**config.mk**
```make
export PLATFORM = sky130hd
export DESIGN_NAME = logic_engine_arbiter
export DESIGN_NICKNAME = d
export VERILOG_FILES = /design/src/rtl/logic_engine_pkg.sv /design/src/rtl/logic_rr_arbiter.sv /design/src/rtl/logic_engine_arbiter.sv
export SDC_FILE = /design/constraint.sdc
export NUM_CORES = 1
export LEC_CHECK = 0
export BUFFER_PORTS_ARGS = -buffer_cell sky130_fd_sc_hd__buf_4
export CAP_MARGIN = 20
export CORE_ASPECT_RATIO = 0.5
export CORE_UTILIZATION = 48
export DETAILED_ROUTE_END_ITERATION = 16
export HOLD_SLACK_MARGIN = 0.15
export MAX_ROUTING_LAYER = met4
export PLACE_DENSITY_LB_ADDON = 0.15
export SLEW_MARGIN = 20
export SYNTH_ARGS = -nofsm -noshare
export SYNTH_HDL_FRONTEND = slang
export SYNTH_HIERARCHICAL = 1
export SYNTH_SLANG_ARGS = --single-unit
```
**constraint.sdc**
```tcl
create_clock -name clk -period 4.31 [get_ports clk]
set_clock_uncertainty 0.15 [all_clocks]
set_input_delay 0.431 -clock clk [delete_from_list [all_inputs] [get_ports clk]]
set_output_delay 0.431 -clock clk [all_outputs]
set_load 0.1 [all_outputs]
```
**src/rtl/logic_engine_pkg.sv**
```systemverilog
// Shared types for the logic-engine arbiter: opcode map and FSM state encoding.
package logic_engine_pkg;

    // Opcode map for the shared 8-bit logic unit
    typedef enum logic [1:0] {
        OP_OR   = 2'b00,
        OP_NAND = 2'b01,
        OP_NOR  = 2'b10,
        OP_AND  = 2'b11
    } op_e;

    // Transaction FSM states
    typedef enum logic [1:0] {
        IDLE = 2'b00,
        EXEC = 2'b01,
        RESP = 2'b10
    } state_e;

endpackage

```
**src/rtl/logic_rr_arbiter.sv**
```systemverilog
// Request arbiter for logic_engine_arbiter.
// Default build: round-robin with an internal pointer that moves past each winner.
// With LOGIC_ARB_FIXED_PRIO_EN defined: lowest asserted index wins, no pointer.
module logic_rr_arbiter #(
    parameter int NUM_REQ = 4,
    parameter int ID_W    = $clog2(NUM_REQ)
) (
    input  logic               clk,
    input  logic               rst,
    input  logic [NUM_REQ-1:0] req_i,
    input  logic               adv_i,
    output logic [NUM_REQ-1:0] gnt_o,
    output logic [ID_W-1:0]    idx_o
);

    logic            any_s;
    logic [ID_W-1:0] idx_s;

    assign any_s = |req_i;

`ifdef LOGIC_ARB_FIXED_PRIO_EN

    logic unused_s;
    assign unused_s = ^{clk, rst, adv_i};

    // Lowest-index search: scan downwards so the smallest set index is written last
    always_comb begin
        idx_s = {ID_W{1'b0}};
        for (int k = NUM_REQ - 1; k >= 0; k--) begin
            idx_s = req_i[k] ? ID_W'(k) : idx_s;
        end
    end

`else

    logic [ID_W-1:0] ptr_q;
    logic [ID_W-1:0] ptr_d;

    // Rotating search from ptr_q: scan offsets downwards so the nearest hit wins
    always_comb begin
        idx_s = {ID_W{1'b0}};
        for (int k = NUM_REQ - 1; k >= 0; k--) begin
            int pos_v;
            pos_v = int'(ptr_q) + k;
            pos_v = (pos_v >= NUM_REQ) ? (pos_v - NUM_REQ) : pos_v;
            idx_s = req_i[pos_v] ? ID_W'(pos_v) : idx_s;
        end
    end

    // Pointer moves to the slot after the winner, wrapping at NUM_REQ-1
    always_comb begin
        if (idx_s == ID_W'(NUM_REQ - 1)) begin
            ptr_d = {ID_W{1'b0}};
        end else begin
            ptr_d = idx_s + ID_W'(1);
        end
    end

    // Pointer register; only advances on an actual grant
    always_ff @(posedge clk) begin
        if (rst) begin
            ptr_q <= {ID_W{1'b0}};
        end else if (adv_i && any_s) begin
            ptr_q <= ptr_d;
        end else begin
            ptr_q <= ptr_q;
        end
    end

`endif

    // One-hot grant from the encoded winner; zero when nothing is requested
    always_comb begin
        if (any_s) begin
            gnt_o = NUM_REQ'(1) << idx_s;
        end else begin
            gnt_o = {NUM_REQ{1'b0}};
        end
    end

    assign idx_o = idx_s;

endmodule

```
**src/rtl/logic_engine_arbiter.sv**
```systemverilog
// Shares one logic-function unit between NUM_REQ requesters.
// IDLE grants and latches one request, EXEC evaluates into the result register,
// RESP holds the result until the consumer takes it.
// Build option: LOGIC_ARB_FIXED_PRIO_EN selects fixed priority instead of round-robin.
module logic_engine_arbiter
    import logic_engine_pkg::*;
#(
    parameter int NUM_REQ = 4,
    parameter int DATA_W  = 8,
    parameter int ID_W    = $clog2(NUM_REQ)
) (
    input  logic                      clk,
    input  logic                      rst,
    input  logic [NUM_REQ-1:0]        req_valid,
    output logic [NUM_REQ-1:0]        req_ready,
    input  logic [NUM_REQ*DATA_W-1:0] req_a,
    input  logic [NUM_REQ*DATA_W-1:0] req_b,
    input  logic [NUM_REQ*2-1:0]      req_op,
    output logic                      rsp_valid,
    input  logic                      rsp_ready,
    output logic [DATA_W-1:0]         rsp_data,
    output logic [ID_W-1:0]           rsp_id,
    output logic                      busy
);

    state_e              state_q, state_d;
    logic [DATA_W-1:0]   a_q, a_d;
    logic [DATA_W-1:0]   b_q, b_d;
    op_e                 op_q, op_d;
    logic [ID_W-1:0]     id_q, id_d;
    logic [DATA_W-1:0]   rsp_data_q, rsp_data_d;
    logic [ID_W-1:0]     rsp_id_q, rsp_id_d;
    logic                rsp_valid_q, rsp_valid_d;

    logic [NUM_REQ-1:0]  req_gated_s;
    logic [NUM_REQ-1:0]  gnt_s;
    logic [ID_W-1:0]     arb_idx_s;
    logic                idle_s;
    logic                accept_s;

    assign idle_s   = (state_q == IDLE);
    assign accept_s = |gnt_s;

    // Requests are only visible to the arbiter in IDLE and outside reset
    always_comb begin
        if (idle_s && !rst) begin
            req_gated_s = req_valid;
        end else begin
            req_gated_s = {NUM_REQ{1'b0}};
        end
    end

    logic_rr_arbiter #(
        .NUM_REQ (NUM_REQ),
        .ID_W    (ID_W)
    ) u_arb (
        .clk   (clk),
        .rst   (rst),
        .req_i (req_gated_s),
        .adv_i (idle_s),
        .gnt_o (gnt_s),
        .idx_o (arb_idx_s)
    );

    // Next-state, operand latch and result evaluation
    always_comb begin
        state_d     = state_q;
        a_d         = a_q;
        b_d         = b_q;
        op_d        = op_q;
        id_d        = id_q;
        rsp_data_d  = rsp_data_q;
        rsp_id_d    = rsp_id_q;
        rsp_valid_d = rsp_valid_q;
        case (state_q)
            IDLE: begin
                if (accept_s) begin
                    a_d     = req_a[int'(arb_idx_s)*DATA_W +: DATA_W];
                    b_d     = req_b[int'(arb_idx_s)*DATA_W +: DATA_W];
                    op_d    = op_e'(req_op[int'(arb_idx_s)*2 +: 2]);
                    id_d    = arb_idx_s;
                    state_d = EXEC;
                end else begin
                    state_d = IDLE;
                end
            end
            EXEC: begin
                case (op_q)
                    OP_OR:   rsp_data_d = a_q | b_q;
                    OP_NAND: rsp_data_d = ~(a_q & b_q);
                    OP_NOR:  rsp_data_d = ~(a_q | b_q);
                    OP_AND:  rsp_data_d = a_q & b_q;
                    default: rsp_data_d = {DATA_W{1'b0}};
                endcase
                rsp_id_d    = id_q;
                rsp_valid_d = 1'b1;
                state_d     = RESP;
            end
            RESP: begin
                if (rsp_ready) begin
                    rsp_valid_d = 1'b0;
                    state_d     = IDLE;
                end else begin
                    state_d     = RESP;
                end
            end
            default: begin
                // Illegal encoding: drop anything in flight and recover to IDLE
                rsp_valid_d = 1'b0;
                state_d     = IDLE;
            end
        endcase
    end

    // State and datapath registers with synchronous reset
    always_ff @(posedge clk) begin
        if (rst) begin
            state_q     <= IDLE;
            a_q         <= {DATA_W{1'b0}};
            b_q         <= {DATA_W{1'b0}};
            op_q        <= OP_OR;
            id_q        <= {ID_W{1'b0}};
            rsp_data_q  <= {DATA_W{1'b0}};
            rsp_id_q    <= {ID_W{1'b0}};
            rsp_valid_q <= 1'b0;
        end else begin
            state_q     <= state_d;
            a_q         <= a_d;
            b_q         <= b_d;
            op_q        <= op_d;
            id_q        <= id_d;
            rsp_data_q  <= rsp_data_d;
            rsp_id_q    <= rsp_id_d;
            rsp_valid_q <= rsp_valid_d;
        end
    end

    assign req_ready = gnt_s;
    assign rsp_valid = rsp_valid_q;
    assign rsp_data  = rsp_data_q;
    assign rsp_id    = rsp_id_q;
    assign busy      = !idle_s;

endmodule

```
Word-level counts from Yosys, hierarchy flattened
Index checks and enable logic that the tools add are counted.
Operators by class
  add/sub/neg operators: 8
  $mul: 0
  divide/modulo/power cells: 0
  order comparisons: 8
  eq/ne operators: 7
  shifts and indexed selects: 4
  multiplexer cells: 29
  bitwise logic cells: 5
  reductions and logical operators: 10
Operators by type and width (number)
  less-than comparator 32 x 4 -> 1 bit (second input constant): 4
  two-way mux 32 bit: 4
  greater-or-equal comparator 32 x 4 -> 1 bit (second input constant): 3
  subtractor 32 x 4 -> 32 bit (second input constant): 3
  variable part select 32 x 6 -> 8 bit: 2
  one-hot mux 8 bit (4 select lines): 1
  NOT 8 bit: 2
  two-way mux 2 bit: 6
  two-way mux 1 bit: 10
  bitwise AND 8 bit: 1
  binary-select mux 1 bit (select 2 bit): 4
  equality test 2 bit (second input constant): 4
  two-way mux 4 bit: 2
  bitwise OR 8 bit: 1
  OR reduction 4 bit: 2
  variable part select 8 x 4 -> 2 bit: 1
  adder 2 x 2 -> 3 bit (second input constant): 2
  one-hot mux 2 bit (3 select lines): 1
  equality test 2 x 1 -> 1 bit (second input constant): 2
  zero test 2 bit: 2
  AND reduction 2 bit: 2
  left shift 1 x 2 -> 4 bit (first input constant): 1
  subtractor 2 x 3 -> 4 bit (second input constant): 1
  adder 2 x 1 -> 3 bit (second input constant): 1
  7 further kinds: 9
Word-level totals
  bits in registers: 35
  bits in latches: 0
  bits in writable memories: 0
  ROM bits: 0
  output and inout port bits: 16
  memories: 0

Longest topological paths before layout
Gate-level depths: netlist of the first run.
  depth in word-level cells: 15
  mapped depth: 13
  depth with buffers taken out: 11

Hierarchy
Netlist of the first run, hierarchy kept.
By module, submodules not included
  logic_engine_arbiter: instances 1, cells an instance 202, area each 1946.9 sq um, seq. area each 660.6 sq um
  logic_rr_arbiter: instances 1, cells an instance 33, area each 299.0 sq um, seq. area each 40.0 sq um

Least setup slack after synthesis of the first run
OpenSTA, ideal clock, no wires.
  kind: reg2reg
  start point: register state_q[1]
  end point: register a_q[6]
  library setup time: 0.071 ns
  arrival time: 3.976 ns
  slack: 0.113 ns
  stages on the path, launching flop included: 14
  buffers on the path: 2
  period minus slack after synthesis: 4.197 ns
  cell sequence: dfxtp_1 -> or2_1 -> clkbuf_1 -> nor2_1 -> and2_1 -> inv_1 -> a2111oi_4 -> or2_2 -> ha_1 -> nor2b_1 -> or4_1 -> clkbuf_1 -> nand3_1 -> a21oi_1
Between the ends
  word-level cells in the longest chain between the ends: 14
  elaborated cells between the ends (all ways): 25
  those cells by class: shift (2); mux (18); reduce/logical (5)
Ends and longest elaborated chain
  start, declared: line logic_engine_arbiter.sv:26  | state_e state_q, state_d;
  start signal, assigned: line logic_engine_arbiter.sv:127  | state_q <= state_d;
  zero test 2 bit *: line logic_engine_arbiter.sv:41  | assign idle_s = (state_q == IDLE);
  logical AND 1 bit *: line logic_engine_arbiter.sv:46  | if (idle_s && !rst) begin
  two-way mux 4 bit *: line logic_engine_arbiter.sv:46
  named net req_gated_s[1]: line logic_engine_arbiter.sv:35  | logic [NUM_REQ-1:0] req_gated_s;
  binary-select mux 1 bit (select 2 bit): line logic_rr_arbiter.sv:46  | idx_s = req_i[pos_v] ? ID_W'(pos_v) : idx_s;
  two-way mux 1 bit (not written as such) (2 in a row): line logic_rr_arbiter.sv:46
  two-way mux 2 bit (4 in a row): line logic_rr_arbiter.sv:46
  left shift 1 x 2 -> 4 bit: line logic_rr_arbiter.sv:75  | gnt_o = NUM_REQ'(1) << idx_s;
  two-way mux 4 bit *: line logic_rr_arbiter.sv:74  | if (any_s) begin
  named net req_ready[1]: line logic_engine_arbiter.sv:15  | output logic [NUM_REQ-1:0] req_ready,
  OR reduction 4 bit *: line logic_engine_arbiter.sv:42  | assign accept_s = |gnt_s;
  AND reduction 2 bit (no line) *
  end signal, assigned: line logic_engine_arbiter.sv:119  | a_q <= {DATA_W{1'b0}};
  end, declared: line logic_engine_arbiter.sv:27  | logic [DATA_W-1:0] a_q, a_d;
The timed path passes the listed nets; every way through them passes the cells marked *. The select of a mux whose other input is x is not followed.
A chain may end at the register's enable or synchronous reset.

Worst setup path after layout of the first run
  start point: register state_q[1]
  end point: register op_q[1]
Between the ends
  word-level cells in the longest chain between the ends: 14
  elaborated cells between the ends (all ways): 25
  those cells by class: shift (2); mux (18); reduce/logical (5)
Ends and longest elaborated chain
  zero test 2 bit *: line logic_engine_arbiter.sv:41
  logical AND 1 bit *: line logic_engine_arbiter.sv:46
  two-way mux 4 bit *: line logic_engine_arbiter.sv:46
  named net req_gated_s[0]: line logic_engine_arbiter.sv:35
  binary-select mux 1 bit (select 2 bit): line logic_rr_arbiter.sv:46
  two-way mux 1 bit (not written as such) (2 in a row): line logic_rr_arbiter.sv:46
  two-way mux 2 bit (3 in a row): line logic_rr_arbiter.sv:46
  two-way mux 2 bit *: line logic_rr_arbiter.sv:46
  named net arb_idx_s[1]: line logic_engine_arbiter.sv:37  | logic [ID_W-1:0] arb_idx_s;
  left shift 1 x 2 -> 4 bit: line logic_rr_arbiter.sv:75
  two-way mux 4 bit: line logic_rr_arbiter.sv:74
  OR reduction 4 bit: line logic_engine_arbiter.sv:42
  AND reduction 2 bit (no line)
  end signal, assigned: line logic_engine_arbiter.sv:130  | op_q <= op_d;
  end, declared: line logic_engine_arbiter.sv:29  | op_e op_q, op_d;
Marks and branches as above.

==> impl_results.md, run 1 <==
- Outcome: finished clean
- Data required, critical path: 4.32 ns
- Post-synth top area share: 0.312
- Register area share after synthesis: 0.312
- Post-synth top area cell: dfxtp_1
- Worst min path class: in2reg
- Worst path arrival time: 3.61 ns
- Min cycle time layout: 3.59 ns
- Post-route ant nets: 0
- Tcrit/Tclk final: 0.834
- Placed cell area: 2950 um2
- CTS Hold Buffers Added: 0
- Cells after Synth: 235
- Via density: 5.62
- Vias in the first global route: 2039
- First-pass GRT wire length: 9.69 mm
- Fin nets: 402
- Post-route cell area: 3030 um2
- CP peak stage delay: 0.83 ns
- EDFF count, synth: 0
- Cts repair resizes: 0
- Initial core utilization: 0.505
- CP endpoint kind: register
- Remaining DRCs: 0
- Setup Fix Bufs, Post-CTS: 0
- WL met3: 419 um
- Pwr/cell area: 737 nW/um2
- Cell repeated most along the worst path: a21oi_1
- Synth Register Bits: 35
- Reg clk slew, reported paths: 0.07 ns
- Total core area: 4450 um2
- Mean Syn Cell Area: 9.56 um2
- Largest net degree at the start of global routing: 38
- Inserted Diodes: 0
- Startpoint types: register
- DRT Pass-1 Iters: 4
- Most common cell after layout, fill and taps aside: buf_4
- Register area: 701 um2
- Hold Vio Cnt, Final: 0
- Max Slew Vio Count: 0
- Crit Path Category: reg2reg
- Max transition margin: 0.440
- GR Overflow Total: 0
- WL final: 5.80 mm
- Clock Latency Late Sink: 0.28 ns
- Wl on met1: 2.75 mm
- YS warnings: 6
- Final Total Pwr: 2230 uW
- Starting DRT DRC Count: 178
- Highest clock rate: 0.278 GHz
- Die H: 50.4 um
- I/O Buffers: 94
- RD Place Congestion: 0.913
- Leakage Power: 0.00133 uW
- Ys async rst share: 0
- Cell breakdown of the critical path: or2_1 -> nor2_1 -> and2_1 -> a21oi_1 -> o21a_1 -> o22a_1 -> ha_1 -> nor2b_1 -> or4_1 -> nand3_1 -> a21oi_1
- Sink Count: 35
- Fraction of layout cells with a size suffix above 1: 0.366
- Worst hold slack: 0.304 ns
- Std-Cell Rows: 17
- CP max stage cell: or4_1
- Multi-input logic area: 1430 um2
- Top FF cell, synth: dfxtp_1
- H-tree depth: 2
- Drt wl/cell: 15.4 um
- Clock root cell: clkbuf_8
- RSZ-0062 raised after global routing: no
- Count of final setup violators: 0
- Top cells by area, synth: dfxtp_1 31%, mux4_1 16%, a21oi_1 6.7%
- Inserted Clock Buffers: 5
- Fillers: 371
- Met2 WL: 2.62 mm
- Mapped Area: 2250 um2
- Die W: 98.7 um
- Syn nets: 318
- Dpl hpwl: 4.49 mm
- Dpl cells: 369
- Setup TNS: 0 ns
- Cell depth of the worst flop-to-flop path: 11
- CP max FO: 20
- Most frequent cells in the layout: 97 x buf_4, 35 x dfxtp_1, 30 x a21oi_1
- Worst-margin pin slew: 0.838 ns
- Area Overhead vs Synth: 34.9%
- Hold path depth: 4
- Max-Cap Viols: 0
- Via count: 2119
- Worst vdd ir: 0.459 mV
- Max clock buf depth: 2
- Non-filler instance count after layout: 377
- Num ports: 95
- Unique masters post-synth: 35
- Highest metal used: met4
- Initial antenna violation count: 0
- DIE AREA: 4970 um2
- GRT Total Usage: 0.262
- CTS tree: built
-- per-stage QoR --
| stage | setup WS, ns | utilization |
|---|---|---|
| 2_1_floorplan | 0.113 | - |
| 3_3_place_gp | 0.722 | 0.663 |
| 3_5_place_dp | 0.617 | 0.663 |
| 4_1_cts | 0.734 | 0.682 |
| 5_1_grt | 0.491 | 0.682 |
| 6_report | 0.716 | 0.682 |
-- worst max-delay path, delay by kind of cell (launching register included) --
family,cells,cell delay [ns]
AO/OA/AOI/OAI,4,0.73
adder cells (fa/ha/maj),1,0.28
flip-flops,1,0.34
AND/OR/NAND/NOR,6,1.96
-- state kept, by name, indices dropped and copies added (netlist names) --
register / count
u_arb/ptr_q: 2
op_q: 2
rsp_data: 8
state_q: 2
b_q: 8
rsp_id: 2
rsp_valid: 1
id_q: 2
a_q: 8
-- metal layers --
metal,GRT usage,vias to the layer above
met5,-,-
met4,0.0473,0
met3,0.0780,5
met2,0.396,77
met1,0.355,973
li1,-,1064
-- final timing paths --
kind              slack, ns                     end             startpoint
setup / recovery       0.72    op_q[1]$_SDFFE_PP0P_  state_q[1]$_SDFF_PP0_
hold / removal         0.30  rsp_valid$_SDFFE_PP0P_              rsp_ready
setup reg to reg       0.72    op_q[1]$_SDFFE_PP0P_  state_q[1]$_SDFF_PP0_
hold reg to reg        0.34     a_q[5]$_SDFFE_PP0P_    a_q[5]$_SDFFE_PP0P_
-- cells in the mapped netlist, types with 2 or more instances --
| cell type | number |
|---|---|
| dfxtp_1 | 35 |
| mux2i_1 | 3 |
| or2_2 | 2 |
| nor2_1 | 18 |
| a21oi_1 | 30 |
| ha_1 | 4 |
| buf_2 | 6 |
| inv_1 | 4 |
| nand3_1 | 28 |
| nor2b_1 | 5 |
| buf_6 | 3 |
| mux4_2 | 4 |
| and2_1 | 4 |
| nand3b_1 | 2 |
| and3b_1 | 8 |
| or3_1 | 9 |
| nor4_1 | 9 |
| clkbuf_1 | 10 |
| mux4_1 | 14 |
| nor3_1 | 2 |
| o21ai_0 | 21 |
-- power by group --
group	switching [uW]	leakage (uW)	internal (uW)
clock	121	0.0000412	113
combinational	930	0.00100	502
sequential	107	0.000287	459
-- final cells by class --
| class | count | area share |
|---|---|---|
| clock buffers | 6 | 0.0239 |
| clock inverters | 2 | 0.00413 |
| inverters | 4 | 0.00495 |
| multi-input cells | 176 | 0.472 |
| flip-flops and latches | 35 | 0.231 |
| well taps | 57 | 0.0235 |
| repair buffers | 97 | 0.240 |
-- cells by family (layout without fill, tap and decap cells) --
group,after synthesis,count (layout),synth area share
adders and majority gates,4,4,0.0223
muxes,21,21,0.217
DFF,35,35,0.312
and+or+nand+nor,93,93,0.239
buffers and inverters,24,109,0.0540
AOI/OAI and AO/OA,58,58,0.155
No activity file was read; power rests on OpenSTA's default activity.
==> run 2, diff against run 1 <==
==> constraint.sdc (replaced) <==
create_clock -name clk -period 3.8 [get_ports clk]
set_clock_uncertainty 0.15 [all_clocks]
set_input_delay 0.38 -clock clk [delete_from_list [all_inputs] [get_ports clk]]
set_output_delay 0.38 -clock clk [all_outputs]
set_load 0.1 [all_outputs]
==> impl_results.md, run 2 (synthesized netlist as in run 1, its figures left out) <==
- Dpl hpwl: 4.47 mm (-0.40%)
- Cell depth of the worst flop-to-flop path: 9 (-2)
- Vias in the first global route: 1973 (-3.2%)
- Sink Count: 35 (unchanged)
- I/O Buffers: 94 (unchanged)
- Clock root cell: clkbuf_8
- Std-Cell Rows: 17 (unchanged)
- Final Total Pwr: 2540 uW (+14%)
- Crit Path Category: reg2out
- RD Place Congestion: 0.795 (-13%)
- Min cycle time layout: 3.44 ns
- WL final: 5.81 mm (+0.10%)
- RSZ-0062 raised after global routing: no
- DRT Pass-1 Iters: 4 (unchanged)
- Inserted Diodes: 0 (unchanged)
- Die H: 50.4 um (unchanged)
- CTS Hold Buffers Added: 0 (unchanged)
- Highest clock rate: 0.291 GHz
- Reg2reg start: state_q[1]$_SDFF_PP0_
- Setup TNS: 0 ns (unchanged)
- Total core area: 4450 um2 (unchanged)
- Hold path depth: 4 (unchanged)
- DIE AREA: 4970 um2 (unchanged)
- Remaining DRCs: 0 (unchanged)
- FF-to-FF setup slack: 0.39 ns (-0.33 ns)
- Post-route ant nets: 0 (unchanged)
- Register area: 701 um2 (unchanged)
- Count of final setup violators: 0 (unchanged)
- Worst vdd ir: 0.531 mV (+16%)
- Max transition margin: 0.438 (-0.00152)
- Outcome: finished clean
- Drt wl/cell: 15.4 um (-0.16%)
- Min-delay src: rsp_ready
- Worst setup margin: 0.361 ns (-0.355 ns)
- Cell breakdown of the critical path: or2_1 -> nor2_1 -> and2_1 -> inv_1 -> a2111oi_4 -> or2_2 -> ha_1 -> nor2b_2 -> buf_4
- Max Slew Vio Count: 0 (unchanged)
- Via density: 5.65 (+0.44%)
- Most frequent cells in the layout: 98 x buf_4, 35 x dfxtp_1, 30 x a21oi_1
- Area Overhead vs Synth: 35.8%
- Dpl cells: 370 (+0.27%)
- Initial core utilization: 0.505 (unchanged)
- Max clock buf depth: 2 (unchanged)
- Most common cell after layout, fill and taps aside: buf_4
- Fin nets: 403 (+0.25%)
- Clock Latency Late Sink: 0.28 ns (about the same)
- CP peak stage delay: 0.42 ns (-0.41 ns)
- Fraction of layout cells with a size suffix above 1: 0.380 (+0.0144)
- Worst Hold End: rsp_valid$_SDFFE_PP0P_
- CP max stage cell: a2111oi_4
- Worst-margin pin slew: 0.841 ns (+0.00228 ns)
- Leakage Power: 0.00133 uW (+0.43%)
- Worst path arrival time: 2.91 ns (-0.70 ns)
- Non-filler instance count after layout: 378 (+0.27%)
- Multi-input logic area: 1440 um2 (+0.79%)
- Reg clk slew, reported paths: 0.07 ns (about the same)
- Startpoint types: register
- FF-to-FF End: b_q[2]$_SDFFE_PP0P_
- Worst min path class: in2reg
- CP endpoint kind: output port
- Initial antenna violation count: 0 (unchanged)
- Data required, critical path: 3.27 ns (-1.05 ns)
- Die W: 98.7 um (unchanged)
- First-pass GRT wire length: 9.49 mm (-2.1%)
- Hold Vio Cnt, Final: 0 (unchanged)
- Inserted Clock Buffers: 5 (unchanged)
- Via count: 2134 (+0.71%)
- Num ports: 95 (unchanged)
- CP max FO: 7 (-65%)
- H-tree depth: 2 (unchanged)
- GR Overflow Total: 0 (unchanged)
- CTS tree: built
- Worst slack, placed: 0.178 ns (-0.439 ns)
- Largest net degree at the start of global routing: 38 (unchanged)
- Max-Cap Viols: 0 (unchanged)
- Tcrit/Tclk final: 0.905
- GRT Total Usage: 0.256 (-0.00619)
- Fillers: 364 (-1.9%)
- Starting DRT DRC Count: 212 (+19%)
- Pwr/cell area: 833 nW/um2 (+13%)
## run 2: cell types whose count changed in the layout (fill, tap and decap cells not counted)
cell,before,now
buf_4,97,98
nor2b_1,5,2
nor2b_2,0,3
or4_1,1,0
or4_4,0,1
## run 2: how the worst max path moves through the flow
stage,endpoint,startpoint,slack (ns)
after floorplan,a_q[6]$_SDFFE_PP0P_,state_q[1]$_SDFF_PP0_,0.20
after global placement,op_q[0]$_SDFFE_PP0P_,rst,0.27
after detailed placement,op_q[0]$_SDFFE_PP0P_,rst,0.18
after CTS,b_q[6]$_SDFFE_PP0P_,state_q[1]$_SDFF_PP0_,0.22
after global routing,req_ready[3],state_q[1]$_SDFF_PP0_,0.15
final,req_ready[3],state_q[1]$_SDFF_PP0_,0.36
## run 2: stage by stage
stage / util / cell area (um2) / hold slack [ns]
global route: 0.686 / 3050 / 0.292
global placement: 0.666 / 2960 / 0.317
CTS: 0.685 / 3050 / 0.250
floorplan: - / 2250 / 0.302
detailed placement: 0.666 / 2960 / 0.327
finish: 0.686 / 3050 / 0.254
## run 2: area by class of cell
class                   instances  share of cell area
clock inverters                 2             0.00410
flip-flops and latches         35               0.230
clock buffers                   6              0.0238
inverters                       4             0.00492
multi-input cells             176               0.473
well taps                      57              0.0234
repair buffers                 98               0.241
## run 2: repair_timing
item                                    4_1_cts  5_1_grt
endpoints found under the setup margin        0       16
hold endpoints to repair                      0        0
setup buffers                                 0        0
gates resized for setup                       0        1
## run 2: report_power, final
| group | leakage, uW | switching [uW] | internal [uW] | total (uW) |
|---|---|---|---|---|
| sequential | 0.000287 | 123 | 521 | 644 |
| clock | 0.0000412 | 135 | 128 | 263 |
| combinational | 0.00101 | 1050 | 584 | 1630 |
| total | 0.00133 | 1310 | 1230 | 2540 |
## run 2: per-layer routing
layer / GRT usage / routed length (um) / vias to the layer above
met5: - / 0 / -
met4: 0.0448 / 40 / 0
met3: 0.0585 / 361 / 7
met2: 0.376 / 2500 / 70
met1: 0.367 / 2900 / 989
li1: - / - / 1068
## run 2: worst max-delay path, delay by kind of cell, from the launching register on
family	cells	cell delay [ns]
flip-flops	1	0.35
AO/OA/AOI/OAI	1	0.42
adder cells (fa/ha/maj)	1	0.14
buffers and inverters	2	0.45
AND/OR/NAND/NOR	5	1.25
==> run 3, diff against run 2 <==
--- a/config.mk
+++ b/config.mk
@@ -5,10 +5,11 @@
 export SDC_FILE = /design/constraint.sdc
 export NUM_CORES = 1
 export LEC_CHECK = 0
+export ABC_AREA = 1
 export BUFFER_PORTS_ARGS = -buffer_cell sky130_fd_sc_hd__buf_4
 export CAP_MARGIN = 20
 export CORE_ASPECT_RATIO = 0.5
-export CORE_UTILIZATION = 48
+export CORE_UTILIZATION = 50
 export DETAILED_ROUTE_END_ITERATION = 16
 export HOLD_SLACK_MARGIN = 0.15
 export MAX_ROUTING_LAYER = met4
==> impl_results.md, run 3 <==
- Outcome: finished clean
- YS warnings: 6 (unchanged)
- Via density: 4.74 (-16%)
- Leakage Power: 0.00193 uW (+45%)
- Max Slew Vio Count: 0 (unchanged)
- Worst-margin pin slew: 0.967 ns (+0.127 ns)
- Register area: 701 um2 (unchanged)
- Reg clk slew, reported paths: 0.08 ns (about the same)
- Num ports: 95 (unchanged)
- Crit Path Category: reg2out
- RSZ-0062 raised after global routing: no
- Pwr/cell area: 1020 nW/um2 (+23%)
- CTS Hold Buffers Added: 0 (unchanged)
- Hold path depth: 4 (unchanged)
- Setup Fix Bufs, Post-CTS: 0 (unchanged)
- CP peak stage delay: 0.36 ns (-0.06 ns)
- Min cycle time layout: 3.29 ns (-0.150 ns)
- Starting DRT DRC Count: 235 (+11%)
- Worst vdd ir: 0.586 mV (+10%)
- Drt wl/cell: 11.2 um (-27%)
- WL final: 7.21 mm (+24%)
- Register area share after synthesis: 0.249 (-0.0628)
- Max-Cap Viols: 0 (unchanged)
- Post-synth top area cell: dfxtp_1
- First-pass GRT wire length: 11.7 mm (+24%)
- FF-to-FF setup slack: 0.54 ns (+0.15 ns)
- Die W: 108 um (+9.4%)
- I/O Buffers: 94 (unchanged)
- Worst path arrival time: 2.76 ns (-0.15 ns)
- Multi-input logic area: 1610 um2 (+11%)
- Max clock buf depth: 2 (unchanged)
- Dpl hpwl: 5.63 mm (+26%)
- Most common cell after layout, fill and taps aside: nand2_1
- Post-route cell area: 3570 um2 (+17%)
- Worst slack, placed: 0.388 ns (+0.210 ns)
- Clock root cell: clkbuf_8
- CP endpoint kind: output port
- Ys async rst share: 0 (unchanged)
- Fraction of layout cells with a size suffix above 1: 0.230 (-0.150)
- DRT Pass-1 Iters: 5 (+1)
- Clock Latency Late Sink: 0.30 ns (+0.02 ns)
- Min-delay src: rsp_ready
- Count of final setup violators: 0 (unchanged)
- WP buf/inv: 4 (+2)
- Commonest cells post-synth: 113 x nand2_1, 95 x nor2_1, 72 x inv_1
- Mean Syn Cell Area: 5.70 um2 (-40%)
- DIE AREA: 5950 um2 (+20%)
- Area Overhead vs Synth: 27.0%
- Synth Register Bits: 35 (unchanged)
- CTS tree: built
- Most frequent cells in the layout: 113 x nand2_1, 99 x buf_4, 93 x nor2_1
- Final core occ: 0.692 (+0.00648)
- RD Place Congestion: 0.879 (+10%)
- Post-synth top area share: 0.249 (-0.0628)
- Syn nets: 576 (+81%)
- CP max FO: 11 (+4)
- Cell breakdown of the critical path: nor2_4 -> nand2_1 -> nor2_1 -> clkinv_1 -> o21ai_1 -> nand2_2 -> nand3_1 -> nand2_1 -> inv_1 -> ha_1 -> inv_1 -> nor2_1 -> buf_4
- Max transition margin: 0.353 (-0.0858)
- CP top delay family: simple AND/OR/NAND/NOR gates
- Top FF cell, synth: dfxtp_1
- Cell depth of the worst flop-to-flop path: 18 (+9)
- Via count: 3060 (+43%)
- FF-to-FF End: a_q[1]$_SDFFE_PP0P_
- Vias in the first global route: 2623 (+33%)
- Data required, critical path: 3.27 ns (about the same)
- H-tree depth: 2 (unchanged)
- Startpoint types: register
- Initial core utilization: 0.545 (+0.0399)
- Tcrit/Tclk final: 0.866 (-0.0394)
- Worst setup margin: 0.510 ns (+0.150 ns)
- Unique masters post-synth: 28 (-20%)
- Fin nets: 657 (+63%)
- Setup TNS: 0 ns (unchanged)
- Die H: 55.0 um (+9.2%)
- Std-Cell Rows: 18 (+1)
- Sink Count: 35 (unchanged)
- Hold Vio Cnt, Final: 0 (unchanged)
- Fillers: 484 (+33%)
- Post-route ant nets: 0 (unchanged)
- Worst Hold End: rsp_valid$_SDFFE_PP0P_
- Final Total Pwr: 3660 uW (+44%)
- Reg2reg start: state_q[1]$_SDFF_PP0_
- GRT Total Usage: 0.269 (+0.0125)
- GR Overflow Total: 0 (unchanged)
- Initial antenna violation count: 0 (unchanged)
- Total core area: 5160 um2 (+16%)
- Inserted Clock Buffers: 5 (unchanged)
- Mapped Area: 2810 um2 (+25%)
- Cells after Synth: 493 (+110%)
- CP max stage cell: dfxtp_1
- Remaining DRCs: 0 (unchanged)
- Highest clock rate: 0.304 GHz (+4.6%)
- Worst min path class: in2reg
- Inserted Diodes: 0 (unchanged)
- Top cells by area, synth: dfxtp_1 25%, nand2_1 15%, nor2_1 13%
- Placed cell area: 3450 um2 (+17%)
- EDFF count, synth: 0 (unchanged)
- Count leader, synth: nand2_1
- Largest net degree at the start of global routing: 25 (-34%)
[run 3: per-layer routing]
metal | up-vias | track usage | part of all wire
met3 | 8 | 0.0457 | 0.076
met1 | 1285 | 0.380 | 0.54
li1 | 1660 | - | -
met4 | 0 | 0.0868 | 0.011
met2 | 107 | 0.387 | 0.38
met5 | - | - | 0
[run 3: tightest hold or removal path: stages]
cell,delay (ns)
buf_4,0.07
nor2_1,0.03
nand2_1,0.07
a21oi_1,0.06
[run 3: logic make-up (layout without fill, tap and decap cells)]
logic type               after synthesis  count (layout)  share of synthesized area
AND/OR/NAND/NOR                      290             290                      0.446
AO/OA/AOI/OAI                         57              57                      0.105
buffers and inverters                107             189                      0.181
flip-flops                            35              35                      0.249
adder cells (fa/ha/maj)                4               4                     0.0178
[run 3: where the power goes]
group	internal, uW	total, uW	switching [uW]	leakage [uW]
combinational	830	2680	1850	0.00158
sequential	499	623	124	0.000289
clock	212	350	138	0.0000612
[run 3: timing repair]
item,in CTS,in global routing
setup endpoints to repair,0,1
resized for setup,0,1
hold endpoints to repair,0,0
[run 3: worst max-delay path by stage]
| stage | cells after the start | start | endpoint | slack, ns |
|---|---|---|---|---|
| final | 13 | state_q[1]$_SDFF_PP0_ | req_ready[2] | 0.51 |
| after floorplan | 20 | state_q[1]$_SDFF_PP0_ | a_q[7]$_SDFFE_PP0P_ | 0.02 |
| after global routing | 18 | state_q[1]$_SDFF_PP0_ | op_q[1]$_SDFFE_PP0P_ | 0.20 |
| after CTS | 19 | state_q[1]$_SDFF_PP0_ | a_q[6]$_SDFFE_PP0P_ | 0.48 |
| after detailed placement | 20 | rst | a_q[6]$_SDFFE_PP0P_ | 0.39 |
| after global placement | 20 | rst | a_q[6]$_SDFFE_PP0P_ | 0.52 |
[run 3: area by class of cell]
cell class | instances | share of cell area
Multi-Input combinational cell | 351 | 0.450
Timing Repair Buffer | 99 | 0.208
Sequential cell | 35 | 0.196
Inverter | 82 | 0.0883
Tap cell | 70 | 0.0245
Clock buffer | 6 | 0.0231
Clock inverter | 2 | 0.00981
[run 3: per-stage QoR]
stage	hold slack, ns	instances
after detailed placement	0.341	637
final	0.212	645
after global routing	0.245	645
after CTS	0.214	645
after global placement	0.344	637
after floorplan	0.304	493
